## src/rtl/if_stage_if.sv

```systemverilog
// Instruction-memory request/response bus between the fetch stage and imem.
// Single outstanding request: req/addr until gnt, then one in-order rvalid/rdata.
interface if_stage_if;
  logic        imem_req;
  logic [31:0] imem_addr;
  logic        imem_gnt;
  logic        imem_rvalid;
  logic [31:0] imem_rdata;

  modport master (
    output imem_req,
    output imem_addr,
    input  imem_gnt,
    input  imem_rvalid,
    input  imem_rdata
  );

  modport slave (
    input  imem_req,
    input  imem_addr,
    output imem_gnt,
    output imem_rvalid,
    output imem_rdata
  );
endinterface

```

## src/rtl/if_stage.sv

```systemverilog
// Instruction-fetch stage: owns the PC, fetches over the imem bus, and feeds
// id_stage through the IF/ID register with a one-entry skid and redirect kill.
module if_stage #(
    parameter logic [31:0] RESET_PC = 32'h0000_0000,
    parameter logic [31:0] NOP_INST = 32'h0000_0013
) (
    input  logic              clk,
    input  logic              reset,
    input  logic              stall,
    input  logic              redirect,
    input  logic [31:0]       redirect_pc,
    if_stage_if.master        imem,
    output logic [31:0]       inst,
    output logic [31:0]       inst_pc,
    output logic              inst_valid
);

    typedef enum logic [1:0] {
        IDLE = 2'd0,
        REQ  = 2'd1,
        WAIT = 2'd2,
        HOLD = 2'd3
    } state_e;

    state_e      state_q;
    logic [31:0] pc_q;
    logic [31:0] fetch_pc_q;
    logic        kill_q;
    logic [31:0] skid_q;
    logic [31:0] skid_pc_q;
    logic        req_q;
    logic [31:0] addr_q;
    logic [31:0] inst_q;
    logic [31:0] inst_pc_q;
    logic        valid_q;

    logic [31:0] redir_pc;
    logic        consume;

    assign redir_pc = {redirect_pc[31:2], 2'b00};
    assign consume  = valid_q & ~stall;

    assign imem.imem_req  = req_q;
    assign imem.imem_addr = addr_q;
    assign inst           = inst_q;
    assign inst_pc        = inst_pc_q;
    assign inst_valid     = valid_q;

    // Outputs are registered: every transition into REQ loads req/addr together
    // with the state, so the address is presented the cycle after the decision.
    always_ff @(posedge clk or posedge reset) begin
        if (reset) begin
            state_q    <= IDLE;
            pc_q       <= RESET_PC;
            fetch_pc_q <= '0;
            kill_q     <= 1'b0;
            skid_q     <= '0;
            skid_pc_q  <= '0;
            req_q      <= 1'b0;
            addr_q     <= RESET_PC;
            inst_q     <= NOP_INST;
            inst_pc_q  <= '0;
            valid_q    <= 1'b0;
        end else if (redirect) begin
            pc_q      <= redir_pc;
            valid_q   <= 1'b0;
            inst_q    <= NOP_INST;
            skid_q    <= '0;
            skid_pc_q <= '0;
            unique case (state_q)
                REQ: begin
                    if (imem.imem_gnt) begin
                        // Granted fetch is for the old path; its response must be dropped.
                        kill_q  <= 1'b1;
                        req_q   <= 1'b0;
                        state_q <= WAIT;
                    end else begin
                        req_q   <= 1'b1;
                        addr_q  <= redir_pc;
                        state_q <= REQ;
                    end
                end
                WAIT: begin
                    if (imem.imem_rvalid) begin
                        kill_q  <= 1'b0;
                        req_q   <= 1'b1;
                        addr_q  <= redir_pc;
                        state_q <= REQ;
                    end else begin
                        kill_q  <= 1'b1;
                    end
                end
                default: begin
                    req_q   <= 1'b1;
                    addr_q  <= redir_pc;
                    state_q <= REQ;
                end
            endcase
        end else begin
            if (consume) begin
                valid_q <= 1'b0;
                inst_q  <= NOP_INST;
            end
            unique case (state_q)
                IDLE: begin
                    req_q   <= 1'b1;
                    addr_q  <= pc_q;
                    state_q <= REQ;
                end
                REQ: begin
                    if (imem.imem_gnt) begin
                        fetch_pc_q <= pc_q;
                        pc_q       <= pc_q + 32'd4;
                        req_q      <= 1'b0;
                        state_q    <= WAIT;
                    end
                end
                WAIT: begin
                    if (imem.imem_rvalid) begin
                        if (kill_q) begin
                            kill_q  <= 1'b0;
                            req_q   <= 1'b1;
                            addr_q  <= pc_q;
                            state_q <= REQ;
                        end else if (!valid_q || !stall) begin
                            inst_q    <= imem.imem_rdata;
                            inst_pc_q <= fetch_pc_q;
                            valid_q   <= 1'b1;
                            req_q     <= 1'b1;
                            addr_q    <= pc_q;
                            state_q   <= REQ;
                        end else begin
                            skid_q    <= imem.imem_rdata;
                            skid_pc_q <= fetch_pc_q;
                            state_q   <= HOLD;
                        end
                    end
                end
                HOLD: begin
                    if (!stall) begin
                        inst_q    <= skid_q;
                        inst_pc_q <= skid_pc_q;
                        valid_q   <= 1'b1;
                        skid_q    <= '0;
                        skid_pc_q <= '0;
                        req_q     <= 1'b1;
                        addr_q    <= pc_q;
                        state_q   <= REQ;
                    end
                end
                default: state_q <= IDLE;
            endcase
        end
    end

endmodule

```

## src/flat_wrapper.sv

```systemverilog
// flat-port wrapper written by rule: the top's interface ports become plain ports
module if_stage_flat 
#(
    parameter logic [31:0] RESET_PC = 32'h0000_0000,
    parameter logic [31:0] NOP_INST = 32'h0000_0013
)
  (clk, reset, stall, redirect, redirect_pc, inst, inst_pc, inst_valid, imem_imem_req, imem_imem_addr, imem_imem_gnt, imem_imem_rvalid, imem_imem_rdata);
  if_stage_if imem_i ();
  input  logic clk;
  input  logic reset;
  input  logic stall;
  input  logic redirect;
  input  logic [31:0] redirect_pc;
  output logic [31:0] inst;
  output logic [31:0] inst_pc;
  output logic inst_valid;
  output wire logic [$bits(imem_i.imem_req)-1:0] imem_imem_req;
  output wire logic [$bits(imem_i.imem_addr)-1:0] imem_imem_addr;
  input wire logic [$bits(imem_i.imem_gnt)-1:0] imem_imem_gnt;
  input wire logic [$bits(imem_i.imem_rvalid)-1:0] imem_imem_rvalid;
  input wire logic [$bits(imem_i.imem_rdata)-1:0] imem_imem_rdata;
  assign imem_imem_req = imem_i.imem_req;
  assign imem_imem_addr = imem_i.imem_addr;
  assign imem_i.imem_gnt = imem_imem_gnt;
  assign imem_i.imem_rvalid = imem_imem_rvalid;
  assign imem_i.imem_rdata = imem_imem_rdata;
  if_stage #(.RESET_PC(RESET_PC), .NOP_INST(NOP_INST)) u_core (.clk(clk), .reset(reset), .stall(stall), .redirect(redirect), .redirect_pc(redirect_pc), .imem(imem_i), .inst(inst), .inst_pc(inst_pc), .inst_valid(inst_valid));
endmodule
```

## config.mk

```make
export PLATFORM = sky130hd
export DESIGN_NAME = if_stage_flat
export DESIGN_NICKNAME = d
export VERILOG_FILES = /design/src/rtl/if_stage_if.sv /design/src/rtl/if_stage.sv /design/src/flat_wrapper.sv
export SDC_FILE = /design/constraint.sdc
export NUM_CORES = 1
export LEC_CHECK = 0
export BUFFER_PORTS_ARGS = -buffer_cell sky130_fd_sc_hd__buf_2
export CAP_MARGIN = 25
export CORE_MARGIN = 8
export CORE_UTILIZATION = 60
export DETAILED_ROUTE_END_ITERATION = 6
export GPL_ROUTABILITY_DRIVEN = 0
export PLACE_DENSITY = 0.94
export SYNTH_ARGS = -nofsm -noshare
export SYNTH_HDL_FRONTEND = slang
export SYNTH_SLANG_ARGS = --single-unit
```

## constraint.sdc

```tcl
create_clock -name clk -period 12.7 [get_ports clk]
set_clock_uncertainty 0.1 [all_clocks]
set_input_delay 0.635 -clock clk [delete_from_list [all_inputs] [get_ports clk]]
set_output_delay 0.635 -clock clk [all_outputs]
set_load 0.01 [all_outputs]
```

==> results.tsv <==
stage	metric	value	unit
routing	drtIter0Drc	734	
setup_path	r2r_setup_slack	9.29	ns
clocking	tritoncts	yes	
placed_design	dp_slack	8.83	ns
logic_synthesis	synth_area_per_cell	11.0	um^2
grt	antenna_found_initial	3	
logic_synthesis	synth_edf_count	0	
cells_and_area	final_common_cell	dfrtp_1	
setup_path	crit_arrival	3.70	ns
cells_and_area	utilization	0.717	
clocking	insertion_delay	0.50	ns
floorplanning	core_area	0.0179	mm^2
setup_path	crit_path_frequent_cell	buf_4	
sta	tightest_slew	1.01	ns
grt	first_global_vias	8765	
routing	wire_per_inst	21.2	um
logic_synthesis	async_flop_share	1.00	
routing	drtPass1Iterations	5	
floorplanning	rows	49	
setup_path	r2r_cells	6	
worst_hold_path	min_path_cells	2	
logic_synthesis	synth_ff_type	dfrtp_1	
clocking	root_buffer	clkbuf_16	
sta	period_needed	3.41	ns
grt	grt_util_all_layers	0.250	
floorplanning	io_pins	168	
cells_and_area	final_cell_mix	dfrtp_1, buf_2, mux2_2	
sta	setup_tns	0	ns
clocking	clk_pin_slew	0.06	ns
sta	period_share	0.269	
setup_path	worstPathRequired	12.99	ns
logic_synthesis	ys_seq_area_frac	0.510	
floorplanning	die_area	0.0227	mm^2
sta	fmax	0.293	GHz
power_and_ir_drop	p_int	1.71	mW
power_and_ir_drop	p_per_area	198	mW/mm^2
cells_and_area	nets	1193	
cells_and_area	drive_gt1_frac	0.345	
setup_path	critical_path_peak_fanout	40	
logic_synthesis	syn_nets	1065	
sta	rsz0062_at_grt	no	
clocking	cts.sinks	222	
sta	hold_violations	0	
logic_synthesis	synthDistinctLibCells	57	
power_and_ir_drop	pwr-share-comb	0.310	
power_and_ir_drop	sequentialPowerShare	0.388	
logic_synthesis	synth.ff_latch_count	222	
setup_path	critical_path.endpoint	u_core.inst_pc[28]	
setup_path	cpMaxStageDelayCell	ha_2	
sta	setup_ws	9.29	ns
logic_synthesis	netlist.area_leader.share	0.503	
routing	drc	0	
setup_path	criticalPathCategory	register to register	
power_and_ir_drop	p_sw_frac	0.327	
logic_synthesis	netlist_instances	989	
run_status	status	finished, final reports clean	
cells_and_area	areaGrowthSynthToFinish	17.8	%
logic_synthesis	netlist_top_cells_area	dfrtp_1, mux2_2, a22o_1	
logic_synthesis	netlist_area	0.0109	mm^2
logic_synthesis	ys_warn_count	0	
sta	setup_violations	0	
setup_path	r2r_start	u_core.state_q[0]	
logic_synthesis	synth_top_area_cell	dfrtp_1	
setup_path	slowest_delay	0.76	ns
floorplanning	die_h	151	um
floorplanning	die_x	151	um
routing	vias	8662	
setup_path	start_kind	register	
setup_path	r2r_end	u_core.inst_pc[28]	
clocking	htreeDepth	1	
setup_path	path_cells	ha_2 > buf_4 > o21ai_0 > a211oi_4 > buf_4 > mux2_2	
routing	antenna_left	0	
placed_design	portBuffers	165	
power_and_ir_drop	vdd_ir_drop_max	0.000137	V
run	maxCapViolations	0	
power_and_ir_drop	p_leak	6.00	nW
power_and_ir_drop	p_sw	0.831	mW
placed_design	dp_hpwl	17900	um
worst_hold_path	hp-class	input port to register	
setup_path	critPathCaptureType	register	
floorplanning	start_util	0.609	
worst_hold_path	min_from	imem_imem_rdata[22]	
grt	grt_pass1_wl	46300	um
routing	wl	29000	um
sta	timing.slew.headroom	0.323	
grt	grt_overflow	0	
grt	grt_max_degree	156	
clocking	clockBufferDepth	3	
setup_path	crit_path_start	u_core.state_q[0]	
routing	vias_per_cell	6.35	
clocking	cts_buffers	24	
sta	slew_violations	0	
power_and_ir_drop	p_clk_frac	0.302	
==> registers in the layout, indices dropped and copies added, names as in the netlist <==
signal                 cells
u_core.imem.imem_addr     31
u_core.pc_q               30
u_core.state_q             2
u_core.fetch_pc_q         30
u_core.skid_pc_q          31
u_core.kill_q              1
u_core.skid_q             32
u_core.inst_pc            31
u_core.imem.imem_req       1
u_core.inst               32
u_core.inst_valid          1
==> power groups by stage <==
stage	Sequential, mW	Clock, mW	Combinational, mW
after floorplan	1.01	0	0.469
after global placement	0.976	0	0.732
after detailed placement	0.993	0	0.770
after CTS	0.985	0.778	0.779
after global routing	1.00	0.805	0.850
final	0.988	0.768	0.788
==> worst min path at each step <==
| stage | slack [ns] | end |
|---|---|---|
| CTS | 0.24 | u_core.skid_q[22] |
| global route | 0.25 | u_core.skid_q[22] |
| finish | 0.25 | u_core.skid_q[22] |
| floorplan | 0.35 | u_core.skid_pc_q[1] |
| detailed placement | 0.37 | u_core.skid_pc_q[1] |
| global placement | 0.37 | u_core.skid_pc_q[1] |
==> routing by layer <==
metal / up-vias / share of wire / GRT usage
li1: 3859 / - / -
met1: 4266 / 0.40 / 0.331
met2: 470 / 0.49 / 0.412
met3: 63 / 0.099 / 0.0484
met4: 4 / 0.020 / 0.0727
met5: - / 0.00090 / 0
==> critical path, delay by kind of cell (launching register included) <==
family,cells,cell delay [ns]
buf+inv,2,1.00
fa+ha+maj,1,0.76
compound gates,2,0.56
flops,1,0.43
mux,1,0.40
==> per-stage QoR <==
| step | hold slack (ns) | power [mW] | cell area, um^2 | instances |
|---|---|---|---|---|
| after global placement | 0.369 | 1.71 | 11800 | 1313 |
| after floorplan | 0.353 | 1.48 | 10900 | 989 |
| final | 0.255 | 2.54 | 12800 | 1365 |
| after global routing | 0.248 | 2.66 | 12800 | 1364 |
| after CTS | 0.237 | 2.54 | 12700 | 1358 |
| after detailed placement | 0.371 | 1.76 | 11800 | 1315 |
==> area by class of cell <==
type | count | area [um^2]
repair buffers | 182 | 1040
inverters | 53 | 206
fillers | 1189 | 5060
clock inverters | 8 | 146
diodes | 2 | 5.00
multi-input cells | 634 | 4850
flip-flops and latches | 222 | 5560
clock buffers | 35 | 743
well taps | 229 | 287
==> cells in the mapped netlist (all sizes together), types with 3 or more instances <==
library cell,number
clkbuf,41
a211oi,30
and2,3
nand2,53
xnor2,12
mux2,144
ha,6
mux2i,5
nand2b,6
o21ai,81
nand4,10
nor4,7
nand4b,4
a221oi,3
dfstp,3
nor2,32
a22o,63
a211o,3
nor3,11
a22oi,29
a21oi,39
inv,53
nand3,17
a311oi,4
buf,39
or3,3
dfrtp,219
o211ai,4
a31oi,6
and3,32
nor2b,7
==> kinds of logic (layout without fill, tap and decap cells) <==
| logic type | Yosys count | after routing | synth area share |
|---|---|---|---|
| multiplexers | 149 | 149 | 0.153 |
| XOR/XNOR | 12 | 12 | 0.00965 |
| flip-flops | 222 | 222 | 0.510 |
| AND/OR/NAND/NOR | 193 | 193 | 0.0990 |
| adder cells (fa/ha/maj) | 6 | 6 | 0.00689 |
| AO/OA/AOI/OAI | 274 | 274 | 0.170 |
| other | 0 | 2 | 0 |
| buffers and inverters | 133 | 278 | 0.0504 |
==> what timing repair did <==
action / 4_1_cts / 5_1_grt
buffers inserted: 0 / 0
gates resized for setup: 0 / 0
endpoints found under the hold margin: 0 / 20
hold buffers: 0 / 1
Note: power is estimated with default switching activity, not from simulation.
